<file path="src/rtl/mul_div_unit_if.sv">
// Multiply/divide unit bus.
//   master : start, op, A, B, hi_we, lo_we, wdata  -> unit
//   slave  : busy, done, HI, LO                     -> master
interface mul_div_unit_if #(
   parameter int WIDTH = 32
) ();
   logic             start;
   logic [1:0]       op;
   logic [WIDTH-1:0] A;
   logic [WIDTH-1:0] B;
   logic             hi_we;
   logic             lo_we;
   logic [WIDTH-1:0] wdata;
   logic             busy;
   logic             done;
   logic [WIDTH-1:0] HI;
   logic [WIDTH-1:0] LO;

   modport master (
      output start, op, A, B, hi_we, lo_we, wdata,
      input  busy, done, HI, LO
   );

   modport slave (
      input  start, op, A, B, hi_we, lo_we, wdata,
      output busy, done, HI, LO
   );
endinterface

</file>
<file path="src/rtl/mul_div_unit.sv">
// Iterative multiply/divide unit (MULTU, MULT, DIVU, DIV) writing the HI/LO
// pair, with MTHI/MTLO writes and continuous HI/LO read-out.
//   clk      : rising-edge clock
//   reset_n  : asynchronous active-low reset
//   bus      : slave side of mul_div_unit_if
//              start/op/A/B launch an operation (op 00=MULTU 01=MULT 10=DIVU 11=DIV)
//              hi_we/lo_we/wdata implement MTHI/MTLO
//              busy, done (one-cycle pulse), HI, LO are registered outputs
module mul_div_unit #(
   parameter int WIDTH = 32,
   parameter int CNT_W = 6
) (
   input  logic           clk,
   input  logic           reset_n,
   mul_div_unit_if.slave  bus
);

   typedef enum logic {IDLE, RUN} state_t;

   state_t             state, state_nx;
   logic [1:0]         op_q;
   logic [WIDTH-1:0]   opnd_q;     // multiplicand (mul) or divisor (div)
   logic [WIDTH-1:0]   work_hi;    // accumulator high half / partial remainder
   logic [WIDTH-1:0]   work_lo;    // multiplier being shifted out / dividend -> quotient
   logic [WIDTH-1:0]   hi_q, lo_q;
   logic [CNT_W-1:0]   cnt;
   logic               neg_res, neg_rem, done_q;

   logic               load, last;
   logic [WIDTH-1:0]   a_abs, b_abs;
   logic [WIDTH:0]     mul_sum, rem_shift, rem_diff;
   logic [WIDTH-1:0]   nx_hi, nx_lo;
   logic [2*WIDTH-1:0] prod_fix;
   logic [WIDTH-1:0]   quo_fix, rem_fix;

   // Next-state and control strobes.
   always_comb begin
      state_nx = state;
      load     = '0;
      last     = '0;
      case (state)
         IDLE: begin
            if (bus.start) begin
               state_nx = RUN;
               load     = '1;
            end
         end
         RUN: begin
            if (cnt == CNT_W'(WIDTH - 1)) begin
               state_nx = IDLE;
               last     = '1;
            end
         end
         default: state_nx = IDLE;
      endcase
   end

   always_ff @(posedge clk or negedge reset_n) begin
      if (!reset_n) state <= IDLE;
      else          state <= state_nx;
   end

   // One iteration step plus final sign correction.
   always_comb begin
      a_abs = (bus.op[0] && bus.A[WIDTH-1]) ? -bus.A : bus.A;
      b_abs = (bus.op[0] && bus.B[WIDTH-1]) ? -bus.B : bus.B;

      // Shift-add: the carry out of the add becomes the new accumulator MSB,
      // the sum LSB drops into the vacated top of the multiplier register.
      mul_sum   = {1'b0, work_hi} + (work_lo[0] ? {1'b0, opnd_q} : '0);
      // Restoring divide: the borrow bit of the trial subtract selects the quotient bit.
      rem_shift = {work_hi, work_lo[WIDTH-1]};
      rem_diff  = rem_shift - {1'b0, opnd_q};

      if (op_q[1]) begin
         if (!rem_diff[WIDTH]) begin
            nx_hi = rem_diff[WIDTH-1:0];
            nx_lo = {work_lo[WIDTH-2:0], 1'b1};
         end else begin
            nx_hi = rem_shift[WIDTH-1:0];
            nx_lo = {work_lo[WIDTH-2:0], 1'b0};
         end
      end else begin
         nx_hi = mul_sum[WIDTH:1];
         nx_lo = {mul_sum[0], work_lo[WIDTH-1:1]};
      end

      prod_fix = neg_res ? -{nx_hi, nx_lo} : {nx_hi, nx_lo};
      quo_fix  = neg_res ? -nx_lo : nx_lo;
      rem_fix  = neg_rem ? -nx_hi : nx_hi;
   end

   always_ff @(posedge clk or negedge reset_n) begin
      if (!reset_n) begin
         op_q    <= '0;
         opnd_q  <= '0;
         work_hi <= '0;
         work_lo <= '0;
         hi_q    <= '0;
         lo_q    <= '0;
         cnt     <= '0;
         neg_res <= '0;
         neg_rem <= '0;
         done_q  <= '0;
      end else begin
         done_q <= last;
         if (load) begin
            op_q    <= bus.op;
            opnd_q  <= bus.op[1] ? b_abs : a_abs;
            work_lo <= bus.op[1] ? a_abs : b_abs;
            work_hi <= '0;
            cnt     <= '0;
            neg_res <= bus.op[0] & (bus.A[WIDTH-1] ^ bus.B[WIDTH-1]);
            neg_rem <= bus.op[0] & bus.A[WIDTH-1];
         end else if (state == RUN) begin
            work_hi <= nx_hi;
            work_lo <= nx_lo;
            cnt     <= cnt + 1'b1;
            if (last) begin
               if (op_q[1]) begin
                  hi_q <= rem_fix;
                  lo_q <= quo_fix;
               end else begin
                  hi_q <= prod_fix[2*WIDTH-1:WIDTH];
                  lo_q <= prod_fix[WIDTH-1:0];
               end
            end
         end else begin
            // IDLE without start: MTHI/MTLO.
            if (bus.hi_we) hi_q <= bus.wdata;
            if (bus.lo_we) lo_q <= bus.wdata;
         end
      end
   end

   assign bus.busy = (state == RUN);
   assign bus.done = done_q;
   assign bus.HI   = hi_q;
   assign bus.LO   = lo_q;

endmodule

</file>
<file path="src/flat_wrapper.sv">
// flat-port wrapper written by rule: the top's interface ports become plain ports
module mul_div_unit_flat 
#(
   parameter int WIDTH = 32,
   parameter int CNT_W = 6
)
  (clk, reset_n, bus_start, bus_op, bus_A, bus_B, bus_hi_we, bus_lo_we, bus_wdata, bus_busy, bus_done, bus_HI, bus_LO);
  mul_div_unit_if #(.WIDTH(WIDTH)) bus_i ();
  input  logic clk;
  input  logic reset_n;
  input wire logic [$bits(bus_i.start)-1:0] bus_start;
  input wire logic [$bits(bus_i.op)-1:0] bus_op;
  input wire logic [$bits(bus_i.A)-1:0] bus_A;
  input wire logic [$bits(bus_i.B)-1:0] bus_B;
  input wire logic [$bits(bus_i.hi_we)-1:0] bus_hi_we;
  input wire logic [$bits(bus_i.lo_we)-1:0] bus_lo_we;
  input wire logic [$bits(bus_i.wdata)-1:0] bus_wdata;
  output wire logic [$bits(bus_i.busy)-1:0] bus_busy;
  output wire logic [$bits(bus_i.done)-1:0] bus_done;
  output wire logic [$bits(bus_i.HI)-1:0] bus_HI;
  output wire logic [$bits(bus_i.LO)-1:0] bus_LO;
  assign bus_i.start = bus_start;
  assign bus_i.op = bus_op;
  assign bus_i.A = bus_A;
  assign bus_i.B = bus_B;
  assign bus_i.hi_we = bus_hi_we;
  assign bus_i.lo_we = bus_lo_we;
  assign bus_i.wdata = bus_wdata;
  assign bus_busy = bus_i.busy;
  assign bus_done = bus_i.done;
  assign bus_HI = bus_i.HI;
  assign bus_LO = bus_i.LO;
  mul_div_unit #(.WIDTH(WIDTH), .CNT_W(CNT_W)) u_core (.clk(clk), .reset_n(reset_n), .bus(bus_i));
endmodule
</file>
<file path="config.mk">
export PLATFORM = sky130hd
export DESIGN_NAME = mul_div_unit_flat
export DESIGN_NICKNAME = d
export VERILOG_FILES = /design/src/rtl/mul_div_unit_if.sv /design/src/rtl/mul_div_unit.sv /design/src/flat_wrapper.sv
export SDC_FILE = /design/constraint.sdc
export NUM_CORES = 1
export LEC_CHECK = 0
export CAP_MARGIN = 20
export CORE_ASPECT_RATIO = 2
export CORE_MARGIN = 2
export CORE_UTILIZATION = 59
export DETAILED_ROUTE_END_ITERATION = 10
export PLACE_DENSITY = 0.87
export SYNTH_ARGS = -nofsm -noshare
export SYNTH_HDL_FRONTEND = slang
export SYNTH_SLANG_ARGS = --single-unit
</file>
<file path="constraint.sdc">
create_clock -name clk -period 5.95 [get_ports clk]
set_input_delay 1.19 -clock clk [delete_from_list [all_inputs] [get_ports clk]]
set_output_delay 1.19 -clock clk [all_outputs]
set_load 0.02 [all_outputs]
</file>
---- After elaboration in Yosys (flattened, before gate mapping) ----
Index checks and enable logic that the tools add are counted.
cells by class
  add/sub/neg operators ................... 8
  eq/ne operators ......................... 2
  muxes and demuxes ....................... 32
  bitwise operators ....................... 5
  reduce and logical (&&, ||, !) cells .... 7
operators by type and width
  operator                                                               number
  32-bit two-way mux                                                     22
  32-bit negator                                                         4
  64-bit two-way mux                                                     1
  64-bit negator                                                         1
  32-bit by 33-bit adder with 33-bit output                              1
  33-bit by 32-bit subtractor with 33-bit output                         1
  6-bit two-way mux                                                      2
  6-bit by 1-bit adder with 6-bit output, second input constant          1
  6-bit by 5-bit equality test with 1-bit output, second input constant  1
  1-bit two-way mux                                                      6
  3-bit AND reduction                                                    2
  2-bit nonzero test                                                     3
  1-bit AND                                                              2
  1-bit logical AND                                                      2
  2-bit != test, second input constant                                   1
  1-bit inverter                                                         2
  1-bit one-hot mux with 2 select lines                                  1
  1-bit XOR                                                              1
storage, ports and cells
  register bits ........................... 172
  output and inout bits ................... 66

---- Longest topological paths before layout ----
  depth in word-level cells ............... 8
  depth in mapped cells ................... 23

---- Least setup slack after synthesis ----
OpenSTA, ideal clock, no wires.
  path kind ............................... register to register
  start ................................... register u_core.work_lo[31]
  end ..................................... register u_core.hi_q[26], in the netlist u_core.bus.HI[26]
  library setup time ...................... 0.083 ns
  arrival ................................. 4.603 ns
  required time ........................... 5.867 ns
  path slack .............................. 1.264 ns
  stages on the path, launching flop included .. 23
  path buffers ............................ 0
  clock period less this slack ............ 4.686 ns
  cell sequence ........................... dfrtp_1 -> inv_1 -> ha_1 -> fa_1 -> nand2b_1 -> a21oi_1 -> o22ai_2 -> o21ai_2 -> a221oi_1 -> a22o_1 -> inv_1 -> ha_1 -> and3_1 -> nand3_1 -> or2_2 -> nor2b_1 -> o21ai_0 -> o21ai_0 -> nand4_1 -> o41ai_1 -> xor2_1 -> mux2i_1 -> o21ai_0
between the ends
  word-level cells in the longest chain between the ends .. 8
RTL lines
  what                                                             line                                    source
  from (decl)                                                      mul_div_unit.sv:24                      logic [WIDTH-1:0] work_lo;
  from (signal assigned)                                           mul_div_unit.sv:110                     work_lo <= bus.op[1] ? a_abs : b_abs;
  from (signal assigned)                                           mul_div_unit.sv:117                     work_lo <= nx_lo;
  33-bit by 32-bit subtractor with 33-bit output                   mul_div_unit.sv:73                      rem_diff = rem_shift - {1'b0, opnd_q};
  1-bit two-way mux / 32-bit two-way mux (equally long branches)   mul_div_unit.sv:76                      if (!rem_diff[WIDTH]) begin
  32-bit two-way mux                                               mul_div_unit.sv:75                      if (op_q[1]) begin
  64-bit negator / 32-bit negator (equally long branches)          mul_div_unit.sv:88, mul_div_unit.sv:90
  64-bit two-way mux / 32-bit two-way mux (equally long branches)  mul_div_unit.sv:88, mul_div_unit.sv:90
  32-bit two-way mux (*)                                           mul_div_unit.sv:120                     if (op_q[1]) begin
  32-bit two-way mux (*)                                           mul_div_unit.sv:119                     if (last) begin
  32-bit two-way mux (*)                                           mul_div_unit.sv:115                     end else if (state == RUN) begin
  to (signal assigned)                                             mul_div_unit.sv:121                     hi_q <= rem_fix;
  to (signal assigned)                                             mul_div_unit.sv:124                     hi_q <= prod_fix[2*WIDTH-1:WIDTH];
  to (signal assigned)                                             mul_div_unit.sv:130                     if (bus.hi_we) hi_q <= bus.wdata;
  to (decl)                                                        mul_div_unit.sv:25                      logic [WIDTH-1:0] hi_q, lo_q;
Every way passes the cells marked *; elsewhere a longest branch is shown, timed or not. The select of a mux whose other input is x is not followed.
A chain may end at the register's enable or synchronous reset.

---- Final worst setup path ----
  start ................................... register u_core.work_lo[0]
  end ..................................... register u_core.hi_q[30], in the netlist u_core.bus.HI[30]
between the ends
  word-level cells in the longest chain between the ends .. 8
RTL lines
  what                                                             line                                    source
  32-bit two-way mux                                               mul_div_unit.sv:70                      mul_sum = {1'b0, work_hi} + (work_lo[0] ? {1'b0, opnd_q} : '0);
  32-bit by 33-bit adder with 33-bit output                        mul_div_unit.sv:70
  32-bit two-way mux                                               mul_div_unit.sv:75
  64-bit negator / 32-bit negator (equally long branches)          mul_div_unit.sv:88, mul_div_unit.sv:90
  64-bit two-way mux / 32-bit two-way mux (equally long branches)  mul_div_unit.sv:88, mul_div_unit.sv:90
  32-bit two-way mux (*)                                           mul_div_unit.sv:120
  32-bit two-way mux (*)                                           mul_div_unit.sv:119
  32-bit two-way mux (*)                                           mul_div_unit.sv:115
Marked as above.

==> flow_metrics.py <==
metrics = {
    "sta": {
        "drv_slew": 0,
        "rsz0062_at_grt": "no",
        "worst_pin_slew_ns": 1.26,
        "maxSlewHeadroom": 0.155,
        "final.min_clock_period_ns": 5.78,
        "max_clock_freq_ghz": 0.173,
        "setup_violations": 0,
        "hold_violations": 0,
        "holdWs_ns": 0.482,
        "setup-tns-final_ns": 0,
        "skew_ns": 0.0220,
        "fin_crit_sh": 0.972,
    },
    "drt": {
        "wl_per_cell_um": 26.9,
        "drt_iter0_drc": 2276,
        "drtAntennaViolNets": 0,
        "dr.pass1.iters": 6,
        "routed_via_density": 6.94,
        "wl_um": 71000,
        "drc": 0,
        "vias": 18300,
    },
    "die": {
        "rows": 85,
        "start_util": 0.600,
        "fp.dieArea_um2": 28800,
        "io_pins": 169,
        "die_x_um": 121,
        "core_area_um2": 26900,
        "die_y_um": 238,
    },
    "setup_path": {
        "critPathMaxFanout": 6,
        "critPathBufInv": 1,
        "worstPathArrival_ns": 6.13,
        "critPathKind": "flip-flop to flip-flop",
        "regToRegSetupSlack_ns": 0.17,
        "critical_path.top_delay_family": "simple AND/OR/NAND/NOR gates",
        "startpoint_type": "flip-flop",
        "crit_chain": "and2_1 -> ha_1 -> fa_1 -> a211oi_1 -> buf_4 -> o211ai_1 -> nand3_1 -> nand2_1 -> a211oi_1 -> xor2_1 -> o211ai_1 -> or2_0 -> or4_4 -> nor4_1 -> o21ai_1 -> mux2i_1 -> nand3_1",
        "r2r_start": "u_core.work_lo[0]$_DFFE_PN0P_",
        "critical_path.slowest_cell": "a211oi_1",
        "crit_start": "u_core.work_lo[0]$_DFFE_PN0P_",
        "critPathMaxStageDelay_ns": 0.68,
        "crit_required_ns": 6.30,
        "cp-end-kind": "flip-flop",
    },
    "clock_tree": {
        "cts.sinks": 171,
        "clock_latency_ns": 0.48,
        "htreeDepth": 4,
        "cts-root-buf": "clkbuf_16",
        "clockBufferDepth": 2,
        "cts-buffers-inserted": 17,
        "cts.clk_slew.worst_paths_ns": 0.08,
        "tritoncts": "yes",
    },
    "yosys": {
        "synth_edf_count": 0,
        "synth.distinct_cells": 80,
        "async_reset_ff_frac": 1.00,
        "syn_area_per_cell_um2": 7.47,
        "ys.flop_type": "dfrtp_1",
        "synth-seq-cells": 171,
        "synth_seq_area_share": 0.265,
        "ys_warn_count": 0,
        "netlist_instances": 2161,
        "synth_nets": 2335,
        "mappedNetlistArea_um2": 16100,
    },
    "final_layout": {
        "fin_area_um2": 18800,
        "nNetsFinal": 2452,
        "fillers": 2221,
        "syn2layout_area_growth_pct": 16.7,
        "most-common-layout-cells": "282 x nand2_1, 200 x a21oi_1, 200 x o21ai_0",
        "layoutNonFillerInstCount": 2639,
        "antenna_cells": 0,
        "final_layout_size_suffix_gt1_frac": 0.0581,
        "final_common_cell": "nand2_1",
    },
    "placed_design": {
        "io_buffers": 168,
        "place_area_um2": 18200,
        "dp.cells": 2605,
        "hpwl_um": 53300,
        "place_congestion": 1.07,
    },
    "global_routing": {
        "track_usage": 0.496,
        "grt_first_pass_wirelength_um": 106000,
        "grt_max_degree": 104,
        "gr-total-overflow": 0,
        "grt_pass1_vias": 17500,
        "antenna_found_initial": 1,
    },
    "min_path": {
        "worstHoldPathType": "flip-flop to flip-flop",
        "min_from": "u_core.bus.HI[12]$_DFFE_PN0P_",
    },
    "run": {
        "maxCapViolations": 0,
    },
    "run_status": {
        "outcome": "completed",
    },
}
==> repair_timing <==
action,in CTS,in global routing
setup endpoints to repair,0,2
buffers inserted,0,0
hold buffers,0,0
gates resized for setup,0,1
==> flip-flops by register name, summed over array words and instances (netlist names) <==
signal	flops
u_core.work_hi	32
u_core.neg_res	1
u_core.bus.busy	1
u_core.bus.HI	32
u_core.bus.done	1
u_core.cnt	6
u_core.neg_rem	1
u_core.work_lo	32
u_core.op_q	1
u_core.bus.LO	32
u_core.opnd_q	32
==> area by class of cell <==
cell class                      instances  area [um^2]  area share
Sequential cell                       171         4290       0.228
Multi-Input combinational cell       1796        11100       0.591
Clock buffer                           17          425      0.0226
Tap cell                              348          435      0.0231
Inverter                               69          259      0.0138
Clock inverter                         15          201      0.0107
Timing Repair Buffer                  223         2090       0.111
==> worst reg2reg max path: stages, from the launching register on <==
cell	delay (ns)
dfrtp_1	0.46
and2_1	0.18
ha_1	0.21
fa_1	0.45
a211oi_1	0.68
buf_4	0.23
o211ai_1	0.13
nand3_1	0.17
nand2_1	0.16
a211oi_1	0.29
xor2_1	0.38
o211ai_1	0.52
or2_0	0.42
or4_4	0.56
nor4_1	0.40
o21ai_1	0.13
mux2i_1	0.19
nand3_1	0.10
==> final timing paths <==
path / end / cells after the start
setup reg to reg: u_core.bus.HI[30]$_DFFE_PN0P_ / 17
hold reg to reg: u_core.bus.HI[12]$_DFFE_PN0P_ / 2
hold / removal: u_core.bus.HI[12]$_DFFE_PN0P_ / 2
max in group asynchronous: u_core.bus.busy$_DFF_PN0_ / 2
setup / recovery: u_core.bus.HI[30]$_DFFE_PN0P_ / 17
min in group asynchronous: u_core.bus.LO[14]$_DFFE_PN0P_ / 1
==> synthesized netlist by cell type, types with 29 or more instances <==
cell	instances	area, um^2
nand2_1	283	1060
a21oi_1	200	1000
o21ai_0	200	1000
nor2_1	183	687
dfrtp_1	171	4280
clkbuf_1	92	345
xnor2_1	89	780
ha_1	69	863
inv_1	69	259
xor2_1	69	604
mux2i_1	66	661
a211oi_1	58	435
nand3_1	57	285
nor3_1	51	255
and2_1	47	294
o211ai_1	32	240
nor2b_1	29	181
==> layer usage <==
layer / track usage / wire (um)
met1: 0.499 / 22000
met2: 0.788 / 33000
met3: 0.151 / 6850
met4: 0.494 / 9150
met5: 0.00536 / 17
==> metrics by stage <==
step | setup WS, ns | utilization
after floorplan | 1.26 | -
after global placement | 0.564 | 0.676
after detailed placement | 0.388 | 0.676
after CTS | 0.373 | 0.699
after global routing | 0.0231 | 0.700
final | 0.166 | 0.700
==> logic make-up (layout without fill, tap and decap cells) <==
logic type	after synthesis	count (layout)	synth area share
multiplexers	68	68	0.0423
buffers and inverters	194	324	0.0468
flip-flops	171	171	0.265
XOR/XNOR	158	158	0.0857
adder cells (fa/ha/maj)	71	71	0.0560
AND/OR/NAND/NOR	797	797	0.232
AO/OA/AOI/OAI	702	702	0.272
Power is not shown: default switching activity piles up to over one toggle a cycle in this logic, so the estimate is an artifact.
